===== config.mk =====
export PLATFORM = sky130hd
export DESIGN_NAME = echo_input_sequencer
export DESIGN_NICKNAME = d
export VERILOG_FILES = /design/src/rtl/echo_pkg.sv /design/src/rtl/echo_debounce.sv /design/src/rtl/echo_input_sequencer.sv
export SDC_FILE = /design/constraint.sdc
export NUM_CORES = 1
export LEC_CHECK = 0
export ABC_AREA = 0
export ABC_CLOCK_PERIOD_IN_PS = 6200
export CAP_MARGIN = 15
export CORE_MARGIN = 4
export CORE_UTILIZATION = 66
export DETAILED_ROUTE_END_ITERATION = 8
export GPL_ROUTABILITY_DRIVEN = 0
export PLACE_DENSITY = 0.84
export SYNTH_ARGS = -nofsm -noshare
export SYNTH_HDL_FRONTEND = slang
export SYNTH_SLANG_ARGS = --single-unit

===== constraint.sdc =====
create_clock -name CLK -period 6.2 [get_ports CLK]
set_clock_uncertainty 0.15 [all_clocks]
set_input_delay 0.93 -clock CLK [delete_from_list [all_inputs] [get_ports CLK]]
set_output_delay 0.93 -clock CLK [all_outputs]
set_load 0.03 [all_outputs]

===== src/rtl/echo_pkg.sv =====
// -----------------------------------------------------------------------------
// echo_pkg
// Shared definitions for the echo input sequencer, which sits upstream of the
// 4-bit code converter / seven-segment decoder.
//   state_t   : sequencer FSM encoding (also exported on the debug port)
//   CODE_W    : width of the code handed to the decoder (E1..E4)
//   CODE_MAX  : last code of the auto-step walk before it wraps to 0
//   code_next : modulo-16 increment used by the auto-step walk
// -----------------------------------------------------------------------------
package echo_pkg;

  localparam int CODE_W = 4;
  localparam logic [CODE_W-1:0] CODE_MAX = 4'd15;

  typedef enum logic [1:0] {
    ST_IDLE  = 2'd0,
    ST_SHOW  = 2'd1,
    ST_AUTO  = 2'd2,
    ST_BLANK = 2'd3
  } state_t;

  // Wrap explicitly at CODE_MAX so the walk stays correct even if CODE_W is
  // ever widened while the display only understands 0..15.
  function automatic logic [CODE_W-1:0] code_next(input logic [CODE_W-1:0] c);
    logic [CODE_W-1:0] n;
    if (c == CODE_MAX) begin
      n = '0;
    end else begin
      n = c + CODE_W'(1);
    end
    return n;
  endfunction

endpackage


===== src/rtl/echo_debounce.sv =====
// -----------------------------------------------------------------------------
// echo_debounce
// Conditions one raw asynchronous input: a 2-flop synchronizer followed by a
// debounce counter. The debounced value only follows the synchronized value
// after it has differed for DEB_CYCLES consecutive cycles, so any glitch
// shorter than DEB_CYCLES cycles is invisible downstream.
//
// Ports:
//   clk  in  system clock, all state on the rising edge
//   rst  in  synchronous active-high reset, clears every flop to 0
//   raw  in  raw asynchronous input
//   deb  out debounced, registered value
//
// Parameters:
//   DEB_CYCLES  stable cycles needed before deb changes
//   DEB_W       counter width, 2**DEB_W must exceed DEB_CYCLES
// -----------------------------------------------------------------------------
module echo_debounce #(
  parameter int DEB_CYCLES = 50000,
  parameter int DEB_W      = 16
) (
  input  logic clk,
  input  logic rst,
  input  logic raw,
  output logic deb
);

  localparam logic [DEB_W-1:0] DEB_LAST = DEB_W'(DEB_CYCLES - 1);

  logic             sync1_q;
  logic             sync2_q;
  logic             deb_q;
  logic [DEB_W-1:0] cnt_q;

  always_ff @(posedge clk) begin
    if (rst) begin
      sync1_q <= 1'b0;
      sync2_q <= 1'b0;
      deb_q   <= 1'b0;
      cnt_q   <= '0;
    end else begin
      sync1_q <= raw;
      sync2_q <= sync1_q;
      // Any cycle where the synchronized value agrees with the debounced one
      // restarts the count, so only an unbroken run can flip deb.
      if (sync2_q == deb_q) begin
        cnt_q <= '0;
      end else if (cnt_q == DEB_LAST) begin
        deb_q <= sync2_q;
        cnt_q <= '0;
      end else begin
        cnt_q <= cnt_q + DEB_W'(1);
      end
    end
  end

  assign deb = deb_q;

endmodule


===== src/rtl/echo_input_sequencer.sv =====
// -----------------------------------------------------------------------------
// echo_input_sequencer
// Front end of the code converter / seven-segment decoder. Debounces four data
// switches and three control buttons, holds a stable 4-bit code and drives the
// decoder's E1..E4, RE and RS (here RSO) inputs. An auto-step mode walks the
// codes 0..15 for a display self-test.
//
// Ports:
//   CLK        in   system clock, rising edge
//   RS         in   synchronous active-high reset (aborts any state)
//   SW[3:0]    in   raw data switches, SW[3] -> E1 ... SW[0] -> E4
//   LOAD       in   raw load button (rising edge latches SW)
//   CLR        in   raw clear button (rising edge blanks the display)
//   AUTO       in   raw auto-step mode switch (level)
//   E1..E4     out  registered code, E1 = MSB
//   RE         out  code-valid enable (SHOW and AUTO)
//   RSO        out  blank request, high only in BLANK
//   dbg_state  out  current FSM state for observation
//
// Handshake/ordering: there is no valid/ready handshake here. Control events
// are debounced rising edges (LOAD, CLR) or a debounced level (AUTO), arbitrated
// each cycle as CLR rise > AUTO level > LOAD rise. Every output comes straight
// from a flop, so nothing on an input reaches an output in the same cycle.
// -----------------------------------------------------------------------------
module echo_input_sequencer
  import echo_pkg::*;
#(
  parameter int DEB_CYCLES   = 50000,
  parameter int DEB_W        = 16,
  parameter int STEP_CYCLES  = 50000000,
  parameter int STEP_W       = 26,
  parameter int BLANK_CYCLES = 8
) (
  input  logic        CLK,
  input  logic        RS,
  input  logic [3:0]  SW,
  input  logic        LOAD,
  input  logic        CLR,
  input  logic        AUTO,
  output logic        E1,
  output logic        E2,
  output logic        E3,
  output logic        E4,
  output logic        RE,
  output logic        RSO,
  output logic [1:0]  dbg_state
);

  localparam int BLANK_W = (BLANK_CYCLES > 1) ? $clog2(BLANK_CYCLES) : 1;
  localparam logic [STEP_W-1:0]  STEP_LAST  = STEP_W'(STEP_CYCLES - 1);
  localparam logic [BLANK_W-1:0] BLANK_LAST = BLANK_W'(BLANK_CYCLES - 1);

  // ---------------------------------------------------------------------------
  // Input conditioning: seven identical synchronizer + debounce channels.
  // ---------------------------------------------------------------------------
  logic [CODE_W-1:0] sw_deb;
  logic              load_deb;
  logic              clr_deb;
  logic              auto_deb;

  for (genvar i = 0; i < CODE_W; i++) begin : g_sw_deb
    echo_debounce #(
      .DEB_CYCLES (DEB_CYCLES),
      .DEB_W      (DEB_W)
    ) u_sw_deb (
      .clk (CLK),
      .rst (RS),
      .raw (SW[i]),
      .deb (sw_deb[i])
    );
  end

  echo_debounce #(
    .DEB_CYCLES (DEB_CYCLES),
    .DEB_W      (DEB_W)
  ) u_load_deb (
    .clk (CLK),
    .rst (RS),
    .raw (LOAD),
    .deb (load_deb)
  );

  echo_debounce #(
    .DEB_CYCLES (DEB_CYCLES),
    .DEB_W      (DEB_W)
  ) u_clr_deb (
    .clk (CLK),
    .rst (RS),
    .raw (CLR),
    .deb (clr_deb)
  );

  echo_debounce #(
    .DEB_CYCLES (DEB_CYCLES),
    .DEB_W      (DEB_W)
  ) u_auto_deb (
    .clk (CLK),
    .rst (RS),
    .raw (AUTO),
    .deb (auto_deb)
  );

  // ---------------------------------------------------------------------------
  // Rise detection on the debounced buttons. A held button produces exactly one
  // event, so holding LOAD or CLR never retriggers.
  // ---------------------------------------------------------------------------
  logic load_prev_q;
  logic clr_prev_q;
  logic load_rise;
  logic clr_rise;

  always_ff @(posedge CLK) begin
    if (RS) begin
      load_prev_q <= 1'b0;
      clr_prev_q  <= 1'b0;
    end else begin
      load_prev_q <= load_deb;
      clr_prev_q  <= clr_deb;
    end
  end

  assign load_rise = load_deb & ~load_prev_q;
  assign clr_rise  = clr_deb  & ~clr_prev_q;

  // ---------------------------------------------------------------------------
  // Sequencer FSM, code register and step/blank counters.
  // ---------------------------------------------------------------------------
  state_t             state_q;
  state_t             state_n;
  logic [CODE_W-1:0]  code_q;
  logic [CODE_W-1:0]  code_n;
  logic [STEP_W-1:0]  step_q;
  logic [STEP_W-1:0]  step_n;
  logic [BLANK_W-1:0] blank_q;
  logic [BLANK_W-1:0] blank_n;
  logic               re_q;
  logic               rso_q;

  always_comb begin
    state_n = state_q;
    code_n  = code_q;
    step_n  = step_q;
    blank_n = blank_q;

    case (state_q)
      ST_IDLE, ST_SHOW: begin
        if (clr_rise) begin
          // A LOAD rising in the same cycle is simply dropped.
          state_n = ST_BLANK;
          code_n  = '0;
          blank_n = '0;
        end else if (auto_deb) begin
          state_n = ST_AUTO;
          code_n  = '0;
          step_n  = '0;
        end else if (load_rise) begin
          state_n = ST_SHOW;
          code_n  = sw_deb;
        end
      end

      ST_AUTO: begin
        if (clr_rise) begin
          state_n = ST_BLANK;
          code_n  = '0;
          blank_n = '0;
        end else if (!auto_deb) begin
          // Leaving self-test freezes whatever code is currently shown.
          state_n = ST_SHOW;
        end else if (step_q == STEP_LAST) begin
          step_n = '0;
          code_n = code_next(code_q);
        end else begin
          step_n = step_q + STEP_W'(1);
        end
      end

      ST_BLANK: begin
        // Buttons are ignored here; the code is forced to 0 so the data lines
        // stay low for the whole time RSO is asserted.
        code_n = '0;
        if (blank_q == BLANK_LAST) begin
          state_n = ST_IDLE;
        end else begin
          blank_n = blank_q + BLANK_W'(1);
        end
      end

      default: begin
        state_n = ST_IDLE;
      end
    endcase
  end

  always_ff @(posedge CLK) begin
    if (RS) begin
      state_q <= ST_IDLE;
      code_q  <= '0;
      step_q  <= '0;
      blank_q <= '0;
      re_q    <= 1'b0;
      rso_q   <= 1'b0;
    end else begin
      state_q <= state_n;
      code_q  <= code_n;
      step_q  <= step_n;
      blank_q <= blank_n;
      // RE/RSO are decoded from the next state so they are true flops that
      // line up with the state they describe.
      re_q    <= (state_n == ST_SHOW) || (state_n == ST_AUTO);
      rso_q   <= (state_n == ST_BLANK);
    end
  end

  assign E1        = code_q[3];
  assign E2        = code_q[2];
  assign E3        = code_q[1];
  assign E4        = code_q[0];
  assign RE        = re_q;
  assign RSO       = rso_q;
  assign dbg_state = state_q;

endmodule


==> flow_metrics.tcl, run 1 <==
set metrics [dict create \
    crit_buf_inv 1 \
    leakage_nw 2.77 \
    final_util 0.757 \
    syn_area_mm2 0.00758 \
    reg2reg_from "step_q[1]$_SDFFE_PP0P_" \
    postRouteAntennaNets 0 \
    track_usage 0.237 \
    drt-wirelength-per-cell_um 14.6 \
    drive_above_1_share 0.0548 \
    setup_viol 0 \
    ir_drop_mv 0.285 \
    ff_latch_area_mm2 0.00344 \
    dpl.hpwl_um 10100 \
    cellPowerDensity_mw_per_mm2 260 \
    max_cap_violations 0 \
    hold_depth 1 \
    cts_buffers 17 \
    slowest_stage "clkdlybuf4s50_1" \
    cts_tree "built" \
    core_area_mm2 0.0110 \
    die_h_um 115 \
    status "finished clean" \
    critPathRequiredTime_ns 5.12 \
    initial_core_util 0.688 \
    r2r_slack_ns 3.67 \
    viasPerCell 5.81 \
    worst_pin_slew_ns 1.00 \
    io_buffers 16 \
    relSlewSlack 0.332 \
    path_cells "clkdlybuf4s50_1" \
    drcViolationCount 0 \
    max_stage_delay_ns 0.75 \
    critical-path-top-delay-family "buffers and inverters" \
    fillers 771 \
    clock-root-buffer "clkbuf_16" \
    chipWidth_um 115 \
    die_area_mm2 0.0133 \
    min_path_type "flop to flop" \
    hp-start "g_sw_deb[0].u_sw_deb.sync1_q$_SDFF_PP0_" \
    vias 5899 \
    synthCells 854 \
    period_share 0.438 \
    grt_pass1_wl_um 25700 \
    cts_max_path_buffers 2 \
    final_nets 884 \
    clkTransAtPathRegs_ns 0.06 \
    syn_nets 875 \
    grt_max_degree 48 \
    place_area_mm2 0.00777 \
    syn2layout_area_growth_pct 10.1 \
    hold_viol_final 0 \
    crit_type "flop to output port" \
    postLayoutCellArea_mm2 0.00835 \
    ios 17 \
    async_flop_share 0 \
    maxSlewViolCount 0 \
    diodes 0 \
    crit_arrival_ns 1.64 \
    rsz0062_at_grt "false" \
    cts_hold_buf 0 \
    ys_ff_latch 172 \
    routed_wirelength_um 14900 \
    reg2regPathDepth 6 \
    hold_end "g_sw_deb[0].u_sw_deb.sync2_q$_SDFF_PP0_" \
    ys_types 54 \
    post-cts-setup-buffer-count 0 \
    multiInputGateArea_mm2 0.00391 \
    clk_latency_ns 0.43 \
    cp-start-kind "flop" \
    synth_edf_count 0 \
    endpoint_kind "output port" \
    dr.pass1.iters 6 \
    grt_pass1_vias 5746 \
    synthFlopType "dfxtp_1" \
    yosysSeqAreaShare 0.454 \
    synth_area_per_cell_um2 8.88 \
    period_needed_ns 2.72 \
    htree_levels 4 \
    max_freq_mhz 368 \
    setup_tns_ns 0 \
    gr-total-overflow 0 \
    fp-row-count 38 \
    cts.sinks 172 \
    ctsResizeCount 0 \
    cp_max_fo 8 \
    drt_iter0_markers 484 \
    r2r-end "step_q[16]$_SDFFE_PP0P_" \
    ys_warn_count 0 \
    antenna_found_initial 0 \
]
[flip-flops by register name, indices dropped and copies added (netlist names), 2 cells and up]
register and count:
dbg_state 2, u_clr_deb.cnt_q 16, step_q 26, g_sw_deb.u_sw_deb.sync2_q 4
g_sw_deb.u_sw_deb.sync1_q 4, u_auto_deb.cnt_q 16, g_sw_deb.u_sw_deb.deb 4, code_q 4
u_load_deb.cnt_q 16, blank_q 3, g_sw_deb.u_sw_deb.cnt_q 64
[per-layer routing]
metal,part of all wire,global-route usage,wire [um]
met1,0.45,0.296,6640
met2,0.49,0.398,7350
met3,0.048,0.0695,721
met4,0.011,0.0720,163
met5,0,0,0
[layout make-up]
class	instances	area share
clock inverter	11	0.0142
sequential	172	0.412
timing repair buffer	16	0.0186
tap	140	0.0210
multi-input combinational	633	0.468
inverter	23	0.0103
clock buffer	21	0.0552
[metrics by stage]
step                      worst slack, ns  cells  power, W  hold WS [ns]
final                                3.48   1016   0.00217         0.287
after global routing                 3.39   1016   0.00225         0.315
after CTS                            3.48   1016   0.00219         0.287
after detailed placement             3.37    984   0.00116         0.276
after global placement               3.48    984   0.00116         0.269
after floorplan                      4.04    854   0.00116         0.261
[cells in the final DEF, fill, tap and decap left out, types with 3 or more instances in the layout]
cell and count:
or3_1 14, nand4b_1 5, dfxtp_1 172, o21a_1 3
and2_1 5, clkdlybuf4s50_1 15, mux2i_1 7, and4_1 8
xor2_1 50, clkinvlp_4 4, clkinv_2 4, nand2_1 54
a22oi_1 3, nand2b_1 5, o21ai_0 10, or4b_1 6
ha_1 12, and3_1 20, o211a_1 4, nor3_1 21
nor4_2 5, or4_1 5, a31oi_1 6, nor2b_1 23
a21oi_1 18, inv_1 23, xnor2_1 65, clkbuf_16 17
nor4_1 8, a21o_1 3, nor2_1 167, nor4b_1 3
nand4_1 29, nand3_1 47, nor3_2 4
[Yosys cell counts (9+ instances only)]
cell type	n	area share
nor3_1	21	0.014
a21oi_1	18	0.012
ha_1	12	0.020
o21ai_0	10	0.0066
clkbuf_1	10	0.0049
nand4_1	29	0.024
nand3_1	47	0.031
or3_1	14	0.012
inv_1	23	0.011
dfxtp_1	172	0.45
nand2_1	54	0.027
xnor2_1	65	0.075
xor2_1	50	0.058
buf_2	9	0.0059
and3_1	20	0.016
nor2_1	167	0.083
nor2b_1	23	0.019
[cell families after synthesis]
kind of cell,count (synthesis),synth area share
AOI/OAI and AO/OA,60,0.0526
buffers and inverters,49,0.0307
adders and majority gates,12,0.0198
and+or+nand+nor,439,0.301
DFF,172,0.454
xor gates and xnor gates,115,0.133
muxes,7,0.00924
[worst max path at each step]
stage	end	startpoint	depth (start not counted)	slack [ns]
floorplan	step_q[17]$_SDFFE_PP0P_	RS	4	4.04
global placement	step_q[17]$_SDFFE_PP0P_	RS	4	3.48
detailed placement	step_q[17]$_SDFFE_PP0P_	RS	4	3.37
CTS	dbg_state[1]	dbg_state[1]$_SDFF_PP0_	1	3.48
global route	dbg_state[1]	dbg_state[1]$_SDFF_PP0_	1	3.39
finish	dbg_state[1]	dbg_state[1]$_SDFF_PP0_	1	3.48
[where the power goes]
part	total [W]	switching (W)	leakage, nW	internal, W
logic	0.0000252	0.0000155	1.11	0.00000964
clock network	0.00104	0.000424	0.275	0.000611
registers	0.00111	0.00000296	1.39	0.00111
(Power assumes the default switching activity.)
==> inputs of run 2 (changes only) <==
Settings changed: ABC_CLOCK_PERIOD_IN_PS 6200 to 2500, CORE_UTILIZATION 66 to 56, PLACE_DENSITY 0.84 to 0.76.
Clock period 6.2 ns to 2.5 ns, I/O delays scaled along.
==> flow_metrics.tcl, run 2 (synthesized netlist as in run 1, its figures left out) <==
set metrics [dict create \
    slowest_stage "nor4_4" \
    p_total_w 0.00544 \
    grt_pass1_vias 5239 \
    chipWidth_um 124 \
    crit_arrival_ns 2.47 \
    drt_iter0_markers 406 \
    hold_viol_final 0 \
    initial_core_util 0.573 \
    setup_viol 0 \
    reg2regPathDepth 7 \
    routed_wirelength_um 13300 \
    endpoint_kind "flop" \
    max_cap_violations 0 \
    setup_tns_ns 0 \
    maxSlewViolCount 0 \
    final_cell_mix "dfxtp_1, nor2_1, xnor2_1" \
    ctsResizeCount 0 \
    wl_met2_um 6000 \
    cp-start-kind "flop" \
    die_h_um 124 \
    cts_buffers 17 \
    pwr-share-seq 0.508 \
    syn2layout_area_growth_pct 12.1 \
    pwr-share-clk 0.480 \
    top_register "g_sw_deb.u_sw_deb.cnt_q" \
    io_buffers 16 \
    gr-total-overflow 0 \
    swShare 0.207 \
    p_comb_frac 0.012 \
    max_freq_mhz 435 \
    clock-root-buffer "clkbuf_16" \
    diodes 0 \
    status "finished clean" \
    ios 17 \
    postRouteAntennaNets 0 \
    relSlewSlack 0.588 \
    met1_length_um 6540 \
    top_regs "g_sw_deb.u_sw_deb.cnt_q: 64 flops, step_q: 26 flops" \
    stdcell_count 1065 \
    leakage_nw 2.85 \
    cp_max_fo 14 \
    p_sw_w 0.00113 \
    path_cells "ha_1 -> nand4_1 -> nor4_4 -> a21o_1 -> a21o_1 -> buf_4 -> nor3_1" \
    fin_ws_ns 0.199 \
    placed_cells 1033 \
    vias 5688 \
    worst_pin_slew_ns 0.618 \
    clk_latency_ns 0.42 \
    cts_max_path_buffers 2 \
    rsz0062_at_grt "false" \
    dr.pass1.iters 5 \
    drt-wirelength-per-cell_um 12.5 \
    cellPowerDensity_mw_per_mm2 640 \
    path_common_cell "a21o_1" \
    critPathRequiredTime_ns 2.66 \
    pre_cts_slack_ns 0.248 \
    cts.sinks 172 \
    track_usage 0.182 \
    cts_hold_buf 0 \
    ir_drop_mv 0.505 \
    dr_wl_met3_um 560 \
    htree_levels 4 \
    internal_power_w 0.00431 \
    grt_pass1_wl_um 24000 \
    cts_tree "built" \
    antenna_found_initial 0 \
    largest_reg_flops 64 \
    max_stage_delay_ns 0.43 \
    crit_type "flop to flop" \
    fp-row-count 42 \
    clkTransAtPathRegs_ns 0.07 \
    min_path_type "flop to flop" \
    period_share 0.920 \
    drcViolationCount 0 \
    layout_commonest_cell "dfxtp_1" \
    final_nets 897 \
    period_needed_ns 2.30 \
    grt_max_degree 34 \
    viasPerCell 5.34 \
    drive_above_1_share 0.0709 \
    core_area_mm2 0.0132 \
    die_area_mm2 0.0155 \
    finalHoldWorstSlack_ns 0.286 \
    routed.top_layer "met4" \
    post-cts-setup-buffer-count 0 \
    dpl.hpwl_um 9140 \
    hold_depth 1 \
]
run 2: critical path, delay by kind of cell, from the launching register on:
family	cells	cell delay, ns
fa+ha+maj	1	0.23
flops	1	0.41
simple gates	3	0.69
compound gates	2	0.47
buf+inv	1	0.23
run 2: cell type report:
cell class / count / area (um^2)
repair buffers: 29 / 253
well taps: 176 / 220
fillers: 1132 / 4740
inverters: 23 / 86.3
flip-flops and latches: 172 / 3440
clock buffers: 19 / 453
multi-input cells: 633 / 3910
clock inverters: 13 / 140
run 2: layer usage:
layer | up-vias | track usage
met5 | - | 0
met4 | 0 | 0.0664
met3 | 19 | 0.0510
met2 | 107 | 0.277
met1 | 2601 | 0.248
li1 | 2961 | -
run 2: power groups by stage:
stage	sequential (W)	clock (W)	combinational [W]
3_3_place_gp	0.00282	0	0.0000678
2_1_floorplan	0.00282	0	0.0000487
4_1_cts	0.00276	0.00268	0.0000685
5_1_grt	0.00276	0.00282	0.0000750
3_5_place_dp	0.00282	0	0.0000685
6_report	0.00276	0.00261	0.0000674
run 2: path summary, 6_finish.rpt:
check	slack, ns	endpoint	start
min reg2reg	0.29	u_load_deb.sync2_q$_SDFF_PP0_	u_load_deb.sync1_q$_SDFF_PP0_
max reg2reg	0.20	step_q[9]$_SDFFE_PP0P_	step_q[0]$_SDFFE_PP0P_
min	0.29	u_load_deb.sync2_q$_SDFF_PP0_	u_load_deb.sync1_q$_SDFF_PP0_
max	0.20	step_q[9]$_SDFFE_PP0P_	step_q[0]$_SDFFE_PP0P_
run 2: metrics by stage:
step,cell area (um^2),utilization
final,8500,0.642
after global routing,8500,0.642
after CTS,8500,0.642
after global placement,7910,0.597
after floorplan,7580,-
after detailed placement,7910,0.597
==> inputs of run 3 (changes only) <==
Settings changed: CTS_BUF_LIST set to sky130_fd_sc_hd__clkbuf_4 sky130_fd_sc_hd__clkbuf_8 sky130_fd_sc_hd__clkbuf_16.
==> results of run 3 <==
No change in the layout: final DEF, timing and power equal those of run 2.
